File: src/rtl/pipe_pkg.sv
// pipe_pkg: shared pipeline definitions.
//   Bit positions of the 12-bit decoder control bundle, MSB first:
//     [11] RegWrite  [10:9] ResultSrc  [8] MemWrite  [7] Branch
//     [6] ALUSrc  [5:4] ALUOp  [3] RegWriteF  [2] MemSrc  [1] DSrc  [0] spare (0)
//   RESSRC_MEM is the ResultSrc encoding of a load (value arrives from memory).
package pipe_pkg;
    localparam int CTRL_W          = 12;
    localparam int CTRL_REGWRITE   = 11;
    localparam int CTRL_RESSRC_MSB = 10;
    localparam int CTRL_RESSRC_LSB = 9;
    localparam int CTRL_MEMWRITE   = 8;
    localparam int CTRL_BRANCH     = 7;
    localparam int CTRL_ALUSRC     = 6;
    localparam int CTRL_ALUOP_MSB  = 5;
    localparam int CTRL_ALUOP_LSB  = 4;
    localparam int CTRL_REGWRITEF  = 3;
    localparam int CTRL_MEMSRC     = 2;
    localparam int CTRL_DSRC       = 1;
    localparam int CTRL_SPARE      = 0;

    localparam logic [1:0] RESSRC_MEM = 2'b01;
endpackage

File: src/rtl/hazard_detect.sv
// hazard_detect: combinational load-use, stall and flush logic.
//   Inputs : state of the instruction in EX (valid, RegWrite, RegWriteF,
//            ResultSrc, rd) and the source usage of the instruction in ID.
//            pc_src_e (taken branch from EX), hold_e (EX busy).
//   Outputs: load_use, stall_f, stall_d, flush_d.
import pipe_pkg::*;

module hazard_detect #(
    parameter int RAW = 5
) (
    input  logic           valid_e,
    input  logic           regwrite_e,
    input  logic           regwrite_f_e,
    input  logic [1:0]     ressrc_e,
    input  logic [RAW-1:0] rd_e,
    input  logic [RAW-1:0] rs1_d,
    input  logic [RAW-1:0] rs2_d,
    input  logic           rs1_f_d,
    input  logic           rs2_f_d,
    input  logic           rs1_use_d,
    input  logic           rs2_use_d,
    input  logic           pc_src_e,
    input  logic           hold_e,
    output logic           load_use,
    output logic           stall_f,
    output logic           stall_d,
    output logic           flush_d
);
    logic hit1;
    logic hit2;
    logic dest_ok;

    // Integer x0 is hard-wired so it never hazards; FP f0 is a real register.
    assign dest_ok = regwrite_f_e | (rd_e != '0);

    // A source only matches a destination in the same register file.
    assign hit1 = rs1_use_d & (rs1_d == rd_e) & (rs1_f_d == regwrite_f_e) & dest_ok;
    assign hit2 = rs2_use_d & (rs2_d == rd_e) & (rs2_f_d == regwrite_f_e) & dest_ok;

    assign load_use = valid_e & (ressrc_e == RESSRC_MEM)
                    & (regwrite_e | regwrite_f_e) & (hit1 | hit2);

    // A taken branch squashes the dependent instruction, so it cancels the
    // load-use stall. A hold freezes everything and defers the flush; the
    // branch unit re-asserts pc_src_e once the hold drops.
    assign flush_d = pc_src_e & ~hold_e;
    assign stall_f = hold_e | (load_use & ~pc_src_e);
    assign stall_d = stall_f;
endmodule

File: src/rtl/id_ex_stage_reg.sv
// id_ex_stage_reg: ID/EX pipeline register with hazard control.
//   Captures decoder control and operands each cycle and presents them to EX
//   one clock later. A bubble (ctrl 0, valid_e 0) is loaded on a taken branch
//   or a load-use hazard; hold_e freezes the whole EX slot.
//   Ports: clk, reset (sync, active high); *_d decode-stage inputs;
//          pc_src_e, hold_e from EX; *_e registered outputs, valid_e;
//          stall_f, stall_d, flush_d to the front end.
//   valid_d/valid_e qualify the slot: 0 means the contents are a bubble and
//   must have no architectural effect.
//   Optional macro ID_EX_HAZARD_STATS_EN adds saturating 32-bit counters
//   stall_cnt (load-use stall cycles) and flush_cnt (flush cycles).
import pipe_pkg::*;

module id_ex_stage_reg #(
    parameter int XLEN = 32,
    parameter int RAW  = 5
) (
    input  logic              clk,
    input  logic              reset,
    input  logic              valid_d,
    input  logic [CTRL_W-1:0] ctrl_d,
    input  logic [XLEN-1:0]   rd1_d,
    input  logic [XLEN-1:0]   rd2_d,
    input  logic [XLEN-1:0]   pc_d,
    input  logic [XLEN-1:0]   imm_d,
    input  logic [RAW-1:0]    rs1_d,
    input  logic [RAW-1:0]    rs2_d,
    input  logic [RAW-1:0]    rd_d,
    input  logic              rs1_f_d,
    input  logic              rs2_f_d,
    input  logic              rs1_use_d,
    input  logic              rs2_use_d,
    input  logic [2:0]        funct3_d,
    input  logic              funct7b5_d,
    input  logic              pc_src_e,
    input  logic              hold_e,
    output logic [CTRL_W-1:0] ctrl_e,
    output logic [XLEN-1:0]   rd1_e,
    output logic [XLEN-1:0]   rd2_e,
    output logic [XLEN-1:0]   pc_e,
    output logic [XLEN-1:0]   imm_e,
    output logic [RAW-1:0]    rs1_e,
    output logic [RAW-1:0]    rs2_e,
    output logic [RAW-1:0]    rd_e,
    output logic [2:0]        funct3_e,
    output logic              funct7b5_e,
    output logic              valid_e,
`ifdef ID_EX_HAZARD_STATS_EN
    output logic [31:0]       stall_cnt,
    output logic [31:0]       flush_cnt,
`endif
    output logic              stall_f,
    output logic              stall_d,
    output logic              flush_d
);
    logic load_use;
    logic rd_is_f_e;

    // Destination file of the instruction in EX.
    assign rd_is_f_e = ctrl_e[CTRL_REGWRITEF];

    hazard_detect #(.RAW(RAW)) u_hazard (
        .valid_e      (valid_e),
        .regwrite_e   (ctrl_e[CTRL_REGWRITE]),
        .regwrite_f_e (rd_is_f_e),
        .ressrc_e     (ctrl_e[CTRL_RESSRC_MSB:CTRL_RESSRC_LSB]),
        .rd_e         (rd_e),
        .rs1_d        (rs1_d),
        .rs2_d        (rs2_d),
        .rs1_f_d      (rs1_f_d),
        .rs2_f_d      (rs2_f_d),
        .rs1_use_d    (rs1_use_d),
        .rs2_use_d    (rs2_use_d),
        .pc_src_e     (pc_src_e),
        .hold_e       (hold_e),
        .load_use     (load_use),
        .stall_f      (stall_f),
        .stall_d      (stall_d),
        .flush_d      (flush_d)
    );

    always_ff @(posedge clk) begin
        if (reset) begin
            ctrl_e     <= '0;
            valid_e    <= 1'b0;
            rd1_e      <= '0;
            rd2_e      <= '0;
            pc_e       <= '0;
            imm_e      <= '0;
            rs1_e      <= '0;
            rs2_e      <= '0;
            rd_e       <= '0;
            funct3_e   <= '0;
            funct7b5_e <= 1'b0;
        end else if (!hold_e) begin
            // Data fields always follow D; on a bubble they are don't-care
            // because ctrl and valid are cleared.
            rd1_e      <= rd1_d;
            rd2_e      <= rd2_d;
            pc_e       <= pc_d;
            imm_e      <= imm_d;
            rs1_e      <= rs1_d;
            rs2_e      <= rs2_d;
            rd_e       <= rd_d;
            funct3_e   <= funct3_d;
            funct7b5_e <= funct7b5_d;
            if (pc_src_e || load_use) begin
                ctrl_e  <= '0;
                valid_e <= 1'b0;
            end else begin
                ctrl_e  <= ctrl_d;
                valid_e <= valid_d;
            end
        end
    end

`ifdef ID_EX_HAZARD_STATS_EN
    logic stall_inc;
    assign stall_inc = load_use & ~pc_src_e & ~hold_e;

    always_ff @(posedge clk) begin
        if (reset) begin
            stall_cnt <= '0;
            flush_cnt <= '0;
        end else begin
            if (stall_inc && (stall_cnt != '1)) stall_cnt <= stall_cnt + 32'd1;
            if (flush_d && (flush_cnt != '1)) flush_cnt <= flush_cnt + 32'd1;
        end
    end
`endif
endmodule

File: config.mk
export PLATFORM = sky130hd
export DESIGN_NAME = id_ex_stage_reg
export DESIGN_NICKNAME = d
export VERILOG_FILES = /design/src/rtl/pipe_pkg.sv /design/src/rtl/hazard_detect.sv /design/src/rtl/id_ex_stage_reg.sv
export SDC_FILE = /design/constraint.sdc
export NUM_CORES = 1
export LEC_CHECK = 0
export BUFFER_PORTS_ARGS = -buffer_cell sky130_fd_sc_hd__buf_2
export CAP_MARGIN = 25
export CORE_AREA = 2 2 127 129
export CTS_CLUSTER_SIZE = 10
export DETAILED_ROUTE_END_ITERATION = 12
export DIE_AREA = 0 0 129 131
export PLACE_DENSITY = 0.7
export REMOVE_ABC_BUFFERS = 1
export SKIP_LAST_GASP = 1
export SYNTH_ARGS = -nofsm -noshare
export SYNTH_HDL_FRONTEND = slang
export SYNTH_SLANG_ARGS = --single-unit
File: constraint.sdc
create_clock -name clk -period 1.75 [get_ports clk]
set_input_delay 0.175 -clock clk [delete_from_list [all_inputs] [get_ports clk]]
set_output_delay 0.175 -clock clk [all_outputs]
set_load 0.02 [all_outputs]
; ---- After elaboration in Yosys (flattened, before gate mapping)
; Cells that the tools add are included.
[classes]
eq_ne = 5
n_mux = 2
bitwise_logic = 17
reduce_logical = 2
[ops]
columns = operator, count
row1 = $mux W12, 1
row2 = $and A1 B1 Y1, 11
row3 = $eq A5 B5 Y1, 2
row4 = $reduce_bool A5 Y1, 1
row5 = $or A1 B1 Y1, 4
row6 = $eq A1 B1 Y1, 2
row7 = $eq A2 B1 Y1 const B, 1
row8 = $not A1 Y1, 2
row9 = $logic_or A1 B1 Y1, 1
row10 = $mux W1, 1
[word_totals]
reg_bits = 160
in_bits = 168
out_inout_bits = 163
wordCells = 37

; ---- Longest topological paths before layout
; Gate-level depths: netlist of run 1.
[depth]
ltp_word = 8
depth_mapped = 6
depth_no_buf = 5

; ---- Cells and area by module
; Synthesis of run 1 repeated with hierarchy kept, for this count alone.
[unflattened]
hier_cells = 559
hier_area_um2 = 5899.4
[modules_own_cells]
columns = module, instances, cells_each, area_each_um2, seq_area_each_um2
row1 = id_ex_stage_reg, 1, 532, 5703.0, 3203.1
row2 = hazard_detect, 1, 27, 196.4, 0.0

; ---- Least setup slack after synthesis of run 1
; Ideal clock, no wire load.
[synth_path]
path_kind = flip-flop to output port
start = register rd_e[3]
end = output stall_f
arrival_ns = 1.727
required_ns = 1.575
slack_ns = -0.152
stages_incl_launch_ff = 7
path_buffers = 1
cell_sequence = dfxtp_1 xnor2_1 nand4_1 o22ai_1 nand3_1 o21bai_1 buf_4
[synth_via]
elab_chain_cells = 8
word_cells_on_any_way = 14
classes_between = eq/ne (2) / bitwise (11) / reduce/logical (1)
[synth_lines]
columns = element, line_no
row1 = start: declaration, id_ex_stage_reg.sv:44  ; output logic [RAW-1:0] rd_e,
row2 = start signal: assignment, id_ex_stage_reg.sv:104  ; rd_e <= rd_d;
row3 = $eq A5 B5 Y1 (on tied branches), "hazard_detect.sv:37, hazard_detect.sv:38"
row4 = $and A1 B1 Y1 (on tied branches) (3 in series), "hazard_detect.sv:37, hazard_detect.sv:38"
row5 = $or A1 B1 Y1 (*), hazard_detect.sv:41  ; & (regwrite_e | regwrite_f_e) & (hit1 | hit2);
row6 = $and A1 B1 Y1 (*), hazard_detect.sv:41
row7 = $and A1 B1 Y1 (*), hazard_detect.sv:47  ; assign stall_f = hold_e | (load_use & ~pc_src_e);
row8 = $or A1 B1 Y1 (*), hazard_detect.sv:47
row9 = end: declaration, id_ex_stage_reg.sv:52  ; output logic stall_f,
; Mark *: on every way between the ends. The rest lies on a longest branch, timed or not.

; ---- Worst setup path after layout of run 1
[layout_path]
start = register rd_e[4]
end = output stall_d
[layout_via]
elab_chain_cells = 8
word_cells_on_any_way = 14
classes_between = eq/ne (2) / bitwise (11) / reduce/logical (1)
[layout_lines]
columns = element, line_no
row1 = $eq A5 B5 Y1 (on tied branches), "hazard_detect.sv:37, hazard_detect.sv:38"
row2 = $and A1 B1 Y1 (on tied branches) (3 in series), "hazard_detect.sv:37, hazard_detect.sv:38"
row3 = $or A1 B1 Y1 (*), hazard_detect.sv:41
row4 = $and A1 B1 Y1 (*), hazard_detect.sv:41
row5 = $and A1 B1 Y1 (*), hazard_detect.sv:47
row6 = $or A1 B1 Y1 (*), hazard_detect.sv:47
row7 = end: declaration, id_ex_stage_reg.sv:53  ; output logic stall_d,
; Marks and branches as above.

==> metrics.txt, run 1 <==
DRT antenna net count 0; Int Power 0.00684 W; Avg Vias per Cell 4.53; initial antenna violation count 0; Worst IR Drop VDD 0.590 mV; GP Congestion 0.795; LEAKAGE 4.99 nW; # diodes 0; Starting Density 0.368; hold path cells 3; total grt overflow 0; Distinct cells, synth 21; Std-Cell Core Area 15600 µm²; DR DRC count 0; area share of the largest cell type after synthesis 0.558; Sink Count 160; vias 5534; Yosys warning total 0; Setup CP Type reg2out; synthesized area 5740 µm²; CTS max path bufs 2; fin worst setup slack -0.272 ns; minimum clock period 2.02 ns; Fin. Hold Viols 0; Buffers on Ports 330; nets 1163; area post-placement 7570 µm²; CTS tree built; Worst R2R Path Depth 8; placed cell count 1049; fin. max-slew vios 0; fin area 9660 µm²; most area-hungry cell type in the Yosys netlist dfxtp_1; Pwr Density 951 nW/µm²; WL per Instance 14.3 µm; fin crit share 1.16; Startpoint Class register; vias in the first global route 5379; unrepaired setup endpoints after global routing true; Mapped Cells 533; r2r endpoint ctrl_e[7]$_SDFFE_PP0N_; Comb power frac 0.164; status complete, but fails checks; DRT Wirelength 17500 µm; Crit path depth 6; Max Freq 495 MHz; global-route wire length before repair 25800 µm; # Max-Cap Violations 0; Worst path slowest cell or4_4; worst path cell trace or4_4 > o21ai_2 > nand2b_1 > nand3_2 > o21bai_4 > buf_6; top cells by area, synth dfxtp_1, mux2i_1, nor2_1; worst rel slew slack 0.398; Die Ht 131 µm; post-route insts no fill 1222; Clock Skews 0.00299 ns; GRT Total Usage 0.192; CP required 1.57 ns; cts bufs inserted 17; io pins 331; 1st-pass router iterations 5; syn_area_per_cell 10.8 µm²; clk root buf clkbuf_16; layout cells sized above 1 0.385; sequential power share 0.432; failing checks setup timing; FP Rows 46; clk slew on worst S/H paths 0.06 ns; die width 129 µm; Crit path max-delay family simple AND/OR/NAND/NOR gates; hold crit path type in2reg; die area 16900 µm²; sequential-to-total area share from yosys stat 0.558; sw power 0.00235 W; Max stage delay on crit path 0.53 ns; Hold Crit Endpoint pc_e[20]$_SDFFE_PP0N_; flops & latches, synth 160; Hold Path Origin pc_d[20]; R2R setup slack -0.11 ns; worst r2r src rd_e[4]$_SDFFE_PP0N_; CP Buf/Inv Count 1; P&R area growth vs syn 68.3%; clock share of power 0.404; setup violators final 15; Worst-Skew Late Latency 0.40 ns; largest net degree at the start of global routing 81; htree depth 4; Worst Tran Pin Value 0.901 ns; WP data arrival 1.85 ns; Crit. End Element output pin; HPWL after DPL 10800 µm; TNS Setup -1.78 ns; DRT iter0 DRCs 177; Sw Ratio 0.256; largest fanout on the critical path 4
[per-stage QoR]
step / worst slack (ns) / utilization / total power [W] / hold WS, ns
finish: -0.272 / 0.619 / 0.00919 / 0.0193
global route: -0.324 / 0.619 / 0.00955 / 0.0114
CTS: -0.294 / 0.620 / 0.00927 / 0.000434
detailed placement: -0.0575 / 0.485 / 0.00526 / 0.387
global placement: -0.000746 / 0.485 / 0.00524 / 0.384
floorplan: -0.157 / - / 0.00464 / 0.247
[cell families (layout without fill, tap and decap cells)]
logic type | count (synthesis) | after routing | synth area share
AO/OA/AOI/OAI | 17 | 17 | 0.0268
multiplexers | 147 | 147 | 0.256
XOR/XNOR | 12 | 12 | 0.0183
flip-flops | 160 | 160 | 0.558
buffers and inverters | 38 | 511 | 0.0327
AND/OR/NAND/NOR | 159 | 159 | 0.108
[cell usage after synthesis]
cell type	count
a22o_1	13
a31oi_4	1
buf_2	12
buf_4	3
buf_6	1
buf_8	1
clkbuf_1	21
dfxtp_1	160
mux2i_1	147
nand2_1	1
nand2b_1	1
nand3_1	3
nand4_1	2
nor2_1	148
nor2b_1	2
o21ai_1	1
o21bai_1	1
o22ai_1	1
or3_1	1
or4_1	1
xnor2_1	12
[routing by layer]
| layer | global-route usage | up-vias | wire (µm) |
|---|---|---|---|
| li1 | - | 2709 | - |
| met5 | 0 | - | 0 |
| met4 | 0.0748 | 0 | 284 |
| met1 | 0.212 | 2585 | 6890 |
| met3 | 0.0509 | 18 | 1080 |
| met2 | 0.352 | 222 | 9210 |
[worst max path at each step]
stage / start / endpoint
floorplan: rd_e[3]$_SDFFE_PP0N_ / stall_d
global placement: rd_e[0]$_SDFFE_PP0N_ / stall_d
detailed placement: rd_e[2]$_SDFFE_PP0N_ / stall_f
CTS: rd_e[4]$_SDFFE_PP0N_ / stall_f
global route: rd_e[4]$_SDFFE_PP0N_ / stall_d
finish: rd_e[4]$_SDFFE_PP0N_ / stall_d
[area by class of cell]
| type | instances | area (µm²) |
|---|---|---|
| Clock buffer | 18 | 429 |
| Multi-Input combinational cell | 335 | 2390 |
| Clock inverter | 12 | 160 |
| Sequential cell | 160 | 3220 |
| Fill cell | 1225 | 5940 |
| Tap cell | 216 | 270 |
| Timing Repair Buffer | 481 | 3200 |
[worst reg2reg max path, cell delays in order, from the launching register on]
cell,delay [ns]
dfxtp_4,0.36
or4_4,0.53
o21ai_2,0.13
nand2b_1,0.10
buf_4,0.16
a31oi_4,0.17
buf_6,0.13
buf_12,0.10
a22o_1,0.12
[registers in the layout (all words and copies together), names as in the netlist, 5 cells and up]
| register | flops |
|---|---|
| pc_e | 32 |
| rs1_e | 5 |
| rd_e | 5 |
| imm_e | 32 |
| rd2_e | 32 |
| rd1_e | 32 |
| rs2_e | 5 |
| ctrl_e | 12 |
[placed cells by master, fill, tap and decap left out, types with 2 or more instances in the layout]
| cell type | count |
|---|---|
| buf_2 | 326 |
| clkinvlp_4 | 4 |
| bufinv_16 | 3 |
| nor2b_1 | 2 |
| inv_6 | 4 |
| nand3_1 | 2 |
| xnor2_1 | 11 |
| a22o_1 | 13 |
| nor2_1 | 148 |
| mux2i_1 | 147 |
| clkbuf_16 | 17 |
| dfxtp_1 | 154 |
| buf_4 | 10 |
| dlygate4sd3_1 | 136 |
| buf_6 | 5 |
| nand4_1 | 2 |
| dfxtp_4 | 2 |
| dfxtp_2 | 4 |
| buf_12 | 3 |
[power by group through the flow]
stage | registers (W) | logic, W | clock network, W
6_report | 0.00397 | 0.00151 | 0.00371
3_3_place_gp | 0.00404 | 0.00121 | 0
2_1_floorplan | 0.00430 | 0.000339 | 0
5_1_grt | 0.00400 | 0.00161 | 0.00394
4_1_cts | 0.00397 | 0.00149 | 0.00381
3_5_place_dp | 0.00404 | 0.00122 | 0
[what timing repair did]
| action | in CTS | in global routing |
|---|---|---|
| setup endpoints to repair | 15 | 15 |
| setup buffers | 8 | 1 |
| hold buffers | 136 | 0 |
| endpoints found under the hold margin | 137 | 0 |
| gates resized for setup | 22 | 1 |
| cloned | 1 | 0 |
| pin swaps | 4 | 6 |
(Power assumes the default switching activity.)
==> inputs of run 2 (changes only) <==
GPL_TIMING_DRIVEN = 0   (was unset)
==> metrics.txt, run 2 (synthesis results as in run 1) <==
Worst IR Drop VDD 0.641 mV; worst path cell trace or4_4 > o21ai_1 > nand2b_1 > nand3_2 > o21bai_4 > buf_6; Clock Skews 0.00497 ns; r2r endpoint ctrl_e[4]$_SDFFE_PP0N_; fin area 9660 µm²; nets 1159; worst rel slew slack 0.392; CTS max path bufs 2; Sw Ratio 0.249; initial antenna violation count 0; post-place setup slack -0.0822 ns; # diodes 0; GP Congestion 0.765; setup violators final 15; vias in the first global route 5514; LEAKAGE 4.99 nW; total grt overflow 0; sequential power share 0.428; Starting Density 0.368; die width 129 µm; CP required 1.57 ns; met1 Use GR 0.202; Worst path slowest cell or4_4; WL per Instance 14.5 µm; failing checks setup timing; P&R area growth vs syn 68.2%; cts bufs inserted 17; fin. max-slew vios 0; hold path cells 3; Pwr Density 960 nW/µm²; Worst Tran Pin Value 0.910 ns; Crit. End Element output pin; hold crit path type in2reg; Worst-Skew Late Latency 0.41 ns; DR DRC count 0; fin worst setup slack -0.272 ns; Comb power frac 0.162; Filler cells 1210; worst r2r src rd_e[4]$_SDFFE_PP0N_; DRT iter0 DRCs 226; sw power 0.00231 W; 1st-pass router iterations 4; commonest cells after routing, fill and taps aside buf_2, dfxtp_1, nor2_1; die area 16900 µm²; vias 5520; Std-Cell Core Area 15600 µm²; Int Power 0.00696 W; clk slew on worst S/H paths 0.06 ns; post-layout util 0.619; area post-placement 7550 µm²; Startpoint Class register; Setup CP Type reg2out; Hold Crit Endpoint rd1_e[31]$_SDFFE_PP0N_; global-route wire length before repair 26100 µm; busiest grt layer met2; Die Ht 131 µm; DRT Wirelength 17600 µm; Buffers on Ports 330; unrepaired setup endpoints after global routing true; layout cells sized above 1 0.373; largest net degree at the start of global routing 86; GR met3 Demand/Resource 0.0574; Fin. Hold Viols 0; met2 Track Usage GR 0.360; fin crit share 1.16; io pins 331; status complete, but fails checks; # Max-Cap Violations 0; Hold Path Origin rd1_d[31]; DRT antenna net count 0; R2R setup slack -0.16 ns; htree depth 4; most common cell after layout, fill and taps aside buf_2; FP Rows 46; largest fanout on the critical path 5; Worst R2R Path Depth 8; Max stage delay on crit path 0.53 ns; CTS tree built; HPWL after DPL 10400 µm; GRT Total Usage 0.194; clk root buf clkbuf_16; minimum clock period 2.02 ns; Avg Vias per Cell 4.53; Max Freq 495 MHz; Sink Count 160; clock share of power 0.409; WP data arrival 1.85 ns
## run 2: changes by cell type in the layout (fill, tap and decap cells not counted), moves of 4 or more
cell / before / now
buf_4: 10 / 2
clkinv_4: 0 / 4
clkinvlp_4: 4 / 0
dlygate4sd3_1: 136 / 142
inv_6: 4 / 0
## run 2: cell type report
| type | count | area (µm²) | area share |
|---|---|---|---|
| clock buffer | 23 | 478 | 0.0495 |
| timing repair buffer | 477 | 3190 | 0.331 |
| sequential | 160 | 3210 | 0.332 |
| multi-input combinational | 335 | 2380 | 0.246 |
| clock inverter | 8 | 130 | 0.0135 |
| tap | 216 | 270 | 0.0280 |
## run 2: metal layers
layer  up-vias  routed length, µm
li1       2692                  -
met2       237               9220
met4         0                499
met1      2546               6650
met5         -                  0
met3        45               1270
## run 2: how the worst max path moves through the flow
stage | from | to | slack, ns | cells past startpoint
3_3_place_gp | hold_e | ctrl_e[8]$_SDFFE_PP0N_ | -2.76 | 3
4_1_cts | rd_e[4]$_SDFFE_PP0N_ | stall_f | -0.29 | 6
5_1_grt | rd_e[4]$_SDFFE_PP0N_ | stall_f | -0.34 | 6
6_report | rd_e[4]$_SDFFE_PP0N_ | stall_f | -0.27 | 6
3_5_place_dp | rd_e[3]$_SDFFE_PP0N_ | stall_f | -0.08 | 6
2_1_floorplan | rd_e[3]$_SDFFE_PP0N_ | stall_d | -0.16 | 5
## run 2: what timing repair did
action,CTS,global route
pin swaps,1,0
buffers inserted,3,0
resized for setup,15,0
hold endpoints to repair,142,0
setup endpoints to repair,15,15
hold buffers,142,0
## run 2: power by group through the flow
stage	registers, W	logic, W	clock network [W]
2_1_floorplan	0.00430	0.000339	0
3_3_place_gp	0.00403	0.00125	0
3_5_place_dp	0.00404	0.00121	0
4_1_cts	0.00396	0.00148	0.00390
5_1_grt	0.00399	0.00161	0.00403
6_report	0.00397	0.00151	0.00379
## run 2: metrics by stage
stage                     total power [W]  hold slack, ns  TNS (ns)  std cells
after floorplan                   0.00464           0.247    -0.314        495
after global placement            0.00528           0.393   -368.34       1041
after detailed placement          0.00525           0.389    -0.718       1043
after CTS                         0.00934       0.0000484     -2.05       1219
after global routing              0.00964          0.0176     -3.30       1219
final                             0.00927          0.0216     -2.39       1219
## run 2: critical path, delay by kind of cell, from the launching register on
kind | cells | cell delay [ns]
DFF | 1 | 0.35
buffers and inverters | 1 | 0.14
and+or+nand+nor | 3 | 0.74
AOI/OAI and AO/OA | 2 | 0.21
